File: src/rtl/dmem_arb_pkg.sv
// dmem_arb_pkg
//   Shared types and constants for the data-memory arbiter slice.
//   - state_t : sequencer states (IDLE, ACCESS, RESP)
//   - NPORT   : number of requester ports
//   - cmd_t   : command latched at grant time (port index, write flag,
//               address, write data); address/data fields are CMD_AW/CMD_DW
//               wide, so the arbiter's AW and DW must not exceed them.
package dmem_arb_pkg;

  localparam int NPORT  = 2;
  localparam int CMD_AW = 32;
  localparam int CMD_DW = 32;

  typedef enum logic [1:0] {
    IDLE   = 2'd0,
    ACCESS = 2'd1,
    RESP   = 2'd2
  } state_t;

  typedef struct packed {
    logic              idx;
    logic              we;
    logic [CMD_AW-1:0] addr;
    logic [CMD_DW-1:0] wdata;
  } cmd_t;

endpackage

File: src/rtl/rr_arb2.sv
// rr_arb2
//   Combinational two-way round-robin picker. The pointer register lives in
//   the caller; this block only decides who wins this cycle.
//   Ports:
//     req [1:0] in  per-port request
//     rr        in  port that wins when both request
//     gnt [1:0] out one-hot grant (zero when nobody requests)
//     idx       out index of the granted port (0 when nobody requests)
module rr_arb2
  import dmem_arb_pkg::*;
(
  input  logic [NPORT-1:0] req,
  input  logic             rr,
  output logic [NPORT-1:0] gnt,
  output logic             idx
);

  // A lone requester wins outright; a tie is broken by the pointer.
  always_comb begin
    gnt = req;
    if (req == 2'b11) begin
      gnt = rr ? 2'b10 : 2'b01;
    end
  end

  assign idx = gnt[1];

endmodule

File: src/rtl/dmem_arbiter.sv
// dmem_arbiter
//   Shares one level-sensitive data memory between the CPU load/store port
//   (port 0) and a debug/loader port (port 1). Every granted transaction runs
//   IDLE -> ACCESS -> RESP with registered memory strobes, so the memory only
//   ever sees stable, mutually exclusive read/write commands.
//
//   Optional feature: define DMEM_ARB_RANGE_CHK_EN to reject addresses
//   >= DEPTH (no memory strobe, rsp_err=1 in RESP). Without it, addresses
//   pass straight through and rsp_err stays 0.
//
//   Ports:
//     clk, rst_n          clock, asynchronous active-low reset
//     req, we [1:0]       per-port request (held until gnt) and write enable
//     addr0/1, wdata0/1   per-port word index and write data
//     gnt [1:0]           one-hot grant pulse, combinational in IDLE
//     rsp_valid [1:0]     one-hot response pulse, two cycles after gnt
//     rsp_err             qualifies rsp_valid: out-of-range address
//     rdata               read data, held between reads
//     mem_addr/mem_wdata  command address/data to the memory
//     mem_write/mem_read  registered memory strobes, high only in ACCESS
//     mem_rdata           combinational read data from the memory
module dmem_arbiter
  import dmem_arb_pkg::*;
#(
  parameter int AW    = 32,
  parameter int DW    = 32,
  parameter int DEPTH = 16
) (
  input  logic             clk,
  input  logic             rst_n,
  input  logic [NPORT-1:0] req,
  input  logic [NPORT-1:0] we,
  input  logic [AW-1:0]    addr0,
  input  logic [AW-1:0]    addr1,
  input  logic [DW-1:0]    wdata0,
  input  logic [DW-1:0]    wdata1,
  output logic [NPORT-1:0] gnt,
  output logic [NPORT-1:0] rsp_valid,
  output logic             rsp_err,
  output logic [DW-1:0]    rdata,
  output logic [AW-1:0]    mem_addr,
  output logic [DW-1:0]    mem_wdata,
  output logic             mem_write,
  output logic             mem_read,
  input  logic [DW-1:0]    mem_rdata
);

  state_t           state;
  logic             rr;
  cmd_t             cmd_q;
  logic [NPORT-1:0] arb_gnt;
  logic             arb_idx;
  logic [AW-1:0]    sel_addr;
  logic [DW-1:0]    sel_wdata;
  logic             sel_ok;
  logic             cmd_ok;

  rr_arb2 u_rr_arb2 (
    .req (req),
    .rr  (rr),
    .gnt (arb_gnt),
    .idx (arb_idx)
  );

  assign sel_addr  = arb_idx ? addr1 : addr0;
  assign sel_wdata = arb_idx ? wdata1 : wdata0;

`ifdef DMEM_ARB_RANGE_CHK_EN
  assign sel_ok = (sel_addr < AW'(DEPTH));
  assign cmd_ok = (cmd_q.addr < CMD_AW'(DEPTH));
`else
  assign sel_ok = 1'b1;
  assign cmd_ok = 1'b1;
`endif

  // Grant is only offered in IDLE; gating with rst_n keeps it at zero while
  // reset is held, since no edge taken in reset can accept a request.
  assign gnt = (state == IDLE && rst_n) ? arb_gnt : '0;

  // The memory sees the latched command, never the live requester inputs.
  assign mem_addr  = AW'(cmd_q.addr);
  assign mem_wdata = DW'(cmd_q.wdata);

  always_ff @(posedge clk or negedge rst_n) begin
    if (!rst_n) begin
      state     <= IDLE;
      rr        <= 1'b0;
      cmd_q     <= '0;
      mem_write <= 1'b0;
      mem_read  <= 1'b0;
      rsp_valid <= '0;
      rsp_err   <= 1'b0;
      rdata     <= '0;
    end else begin
      unique case (state)
        IDLE: begin
          rsp_valid <= '0;
          rsp_err   <= 1'b0;
          if (|req) begin
            cmd_q.idx   <= arb_idx;
            cmd_q.we    <= we[arb_idx];
            cmd_q.addr  <= CMD_AW'(sel_addr);
            cmd_q.wdata <= CMD_DW'(sel_wdata);
            // A rejected address simply never raises a strobe.
            mem_write   <= we[arb_idx] & sel_ok;
            mem_read    <= ~we[arb_idx] & sel_ok;
            rr          <= ~arb_idx;
            state       <= ACCESS;
          end
        end
        ACCESS: begin
          mem_write <= 1'b0;
          mem_read  <= 1'b0;
          // mem_read is high exactly for an accepted read, so it doubles as
          // the capture enable.
          if (mem_read) begin
            rdata <= mem_rdata;
          end
          rsp_valid <= cmd_q.idx ? 2'b10 : 2'b01;
          rsp_err   <= ~cmd_ok;
          state     <= RESP;
        end
        RESP: begin
          rsp_valid <= '0;
          rsp_err   <= 1'b0;
          state     <= IDLE;
        end
        default: begin
          state <= IDLE;
        end
      endcase
    end
  end

endmodule

File: config.mk
export PLATFORM = sky130hd
export DESIGN_NAME = dmem_arbiter
export DESIGN_NICKNAME = d
export VERILOG_FILES = /design/src/rtl/dmem_arb_pkg.sv /design/src/rtl/rr_arb2.sv /design/src/rtl/dmem_arbiter.sv
export SDC_FILE = /design/constraint.sdc
export NUM_CORES = 1
export LEC_CHECK = 0
export ABC_AREA = 1
export CORE_MARGIN = 2
export CORE_UTILIZATION = 40
export CTS_CLUSTER_DIAMETER = 30
export DETAILED_ROUTE_END_ITERATION = 7
export PLACE_DENSITY = 0.8
export SLEW_MARGIN = 5
export SYNTH_ARGS = -nofsm -noshare
export SYNTH_HDL_FRONTEND = slang
export SYNTH_SLANG_ARGS = --single-unit
File: constraint.sdc
create_clock -name clk -period 1.67 [get_ports clk]
set_input_delay 0.334 -clock clk [delete_from_list [all_inputs] [get_ports clk]]
set_output_delay 0.334 -clock clk [all_outputs]
set_load 0.01 [all_outputs]
==> impl_metrics.yaml <==
run_status:
  run_status: "finished, final reports clean"
logic_synthesis:
  synth-seq-cells: 104
  yosysTopAreaCellShare_pct: 49.3
  yosysMostFrequentCell: "nand3_1"
  synth_edf_count: 0
  synth_top_area_cell: "dfrtp_1"
  ys_async_sr_fraction_pct: 100
  syn_avg_cell_area_um2: 8.72
  yosys_warnings: 0
  synth_commonest_cells: "209 x nand3_1, 138 x nand2_1, 104 x dfrtp_1"
  ys.flop_type: "dfrtp_1"
  synthesis.nets: 771
  synth_cells: 605
  synth.yosys.seq_area_share_pct: 49.3
  syn-cell-area_um2: 5280
  ys_types: 20
  yosys-top-cells-area: "dfrtp_1 49%, nand3_1 20%, buf_4 10%, nand2_1 9.8%, nand3_2 3.8%"
sta:
  setup_slack_ns: 0.0527
  max-slew-margin-rel_pct: 38.4
  setup_viol: 0
  hold_viol: 0
  fin_skew_ns: 0.00627
  period_share_pct: 96.8
  max_freq_ghz: 0.618
  maxSlewViolCount: 0
  rsz0062_at_grt: "no"
  period_needed_ns: 1.62
  worst_slew_pin_slew_ns: 0.924
finish:
  drive_gt1_share_pct: 9.00
  antenna_cells: 0
  layout.cells.non_filler: 972
  nets: 963
  synthToLayoutAreaGrowth_pct: 51.6
  postLayoutCellArea_um2: 8000
  post-route-util_pct: 62.7
worst_setup_path:
  cp_cell_sequence: "clkdlybuf4s50_1"
  cp.depth: 1
  critical_path.top_delay_family: "buffers and inverters"
  slowest_stage: "clkdlybuf4s50_1"
  path_buf_inv: 1
  slowest_delay_ns: 0.56
  arrival_ns: 1.28
  reg2reg_depth: 7
  cp-start-kind: "flip-flop"
  worst_setup_path_end_kind: "output pin"
  worstPathMaxFanout: 2
  worstSetupPathType: "flip-flop to output pin"
  required_ns: 1.34
clock_tree:
  clkTransAtPathRegs_ns: 0.07
  cts_tree: "done"
  htree_levels: 3
  clock_path_buffers: 2
  clock-root-buffer: "clkbuf_16"
  cts_sinks: 104
  numCtsBuffers: 9
  insertion_delay_ns: 0.34
detailed_routing:
  initialDrtViolationCount: 325
  ant_nets: 0
  drt_wl_total_um: 16500
  drc: 0
  num_vias: 4953
  routed_via_density: 5.10
  drt_pass1_iterations: 5
  wl_per_cell_um: 17.0
placement:
  dpl.hpwl_um: 11800
  placed_area_um2: 7660
  place.gp.congestion: 0.845
  portBuffers: 267
  dp_cells: 957
  pre_cts_slack_ns: -0.362
power_and_ir_drop:
  p_comb_share_pct: 52.0
  p_per_area_nw_per_um2: 1780
  p_seq_share_pct: 31.6
  switching_power_mw: 5.34
  max-vdd-ir-drop_uv: 773
  clkPwrFrac_pct: 16.4
  sw_frac_of_total_pct: 37.4
  p_int_mw: 8.92
  leakagePower_nw: 3.54
global_route:
  track_usage_pct: 23.7
  grt_pass1_wl_um: 26700
  overflow: 0
  grt_pass1_vias: 5111
  grt_max_degree: 72
  antenna_found_initial: 0
die:
  die_w_um: 119
  num_io_pins: 269
  placementRows: 41
  fp.coreArea_um2: 12800
  start_util_pct: 41.3
  dieArea_um2: 14100
  die_h_um: 119
flow_run:
  drv_cap: 0
worst_hold_path:
  holdCritPathClass: "primary input to asynchronous set/reset pin"
-- repair_timing --
item                                    4_1_cts  5_1_grt
buffers inserted                              0        1
resized for setup                             9        3
hold buffers                                  0        0
endpoints found under the setup margin        2        4
cloned                                        0        0
pin swaps                                     0        1
-- placed cells by master (no fill, tap or decap), drive strengths merged, types with 3 or more instances in the layout --
cell,n
clkdlybuf4s50,264
bufinv,3
inv,7
buf,27
nand3,229
dfrtp,104
nand2,140
nor2,7
clkbuf,10
o21ai,5
-- worst register-to-register path: cells and delay by family, from the launching register on --
kind	cells	cell delay, ns
flops	1	0.41
simple gates	3	0.33
buf+inv	3	0.53
compound gates	1	0.12
-- power by group through the flow --
stage | sequential, mW | combinational, mW | clock, mW
floorplan | 4.57 | 4.44 | 0
global placement | 4.45 | 7.19 | 0
detailed placement | 4.50 | 7.42 | 0
CTS | 4.50 | 7.43 | 2.41
global route | 4.64 | 8.02 | 2.50
finish | 4.50 | 7.42 | 2.34
-- area by class of cell --
cell class                      count  area (um^2)
Clock buffer                       10          229
Clock inverter                      4         95.1
Fill cell                        1047         4770
Inverter                            7         26.3
Multi-Input combinational cell    384         1890
Sequential cell                   104         2600
Tap cell                          172          215
Timing Repair Buffer              291         2950
-- state kept, by name (all words and copies together) (netlist names) --
| name | cells |
|---|---|
| rr | 1 |
| mem_addr | 32 |
| rdata | 32 |
| mem_wdata | 32 |
| rsp_valid | 2 |
| state | 2 |
| cmd_q | 1 |
| mem_read | 1 |
| mem_write | 1 |
-- stage by stage --
step,TNS [ns],total power [mW],hold WS [ns]
after floorplan,0,9.01,0.0384
after global placement,-9.88,11.6,0.417
after detailed placement,-11.94,11.9,0.428
after CTS,0,14.3,0.0478
after global routing,0,15.2,0.0854
final,0,14.3,0.0506
-- worst paths after layout --
path	start	to	slack, ns
setup / recovery	rsp_valid[1]	rsp_valid[1]	0.05
hold / removal	rst_n	cmd_q[65]	0.05
setup reg to reg	state[0]	mem_addr[5]	0.15
hold reg to reg	rdata[12]	rdata[12]	0.47
max in group asynchronous	rst_n	mem_addr[0]	0.82
min in group clk	rdata[12]	rdata[12]	0.47
-- metal layers --
metal,wire length [um],vias to the layer above,global-route usage (%)
li1,-,2337,-
met1,6560,2403,27.5
met2,8550,185,42.4
met3,970,28,4.98
met4,421,0,9.38
met5,0,-,0
-- cells by family after synthesis --
kind of cell    after synthesis  share of synthesized area [%]
compound gates                7                          0.877
buf+inv                     117                           15.1
other cells                   1                         0.0711
flops                       104                           49.3
simple gates                376                           34.6
(Power assumes the default switching activity.)
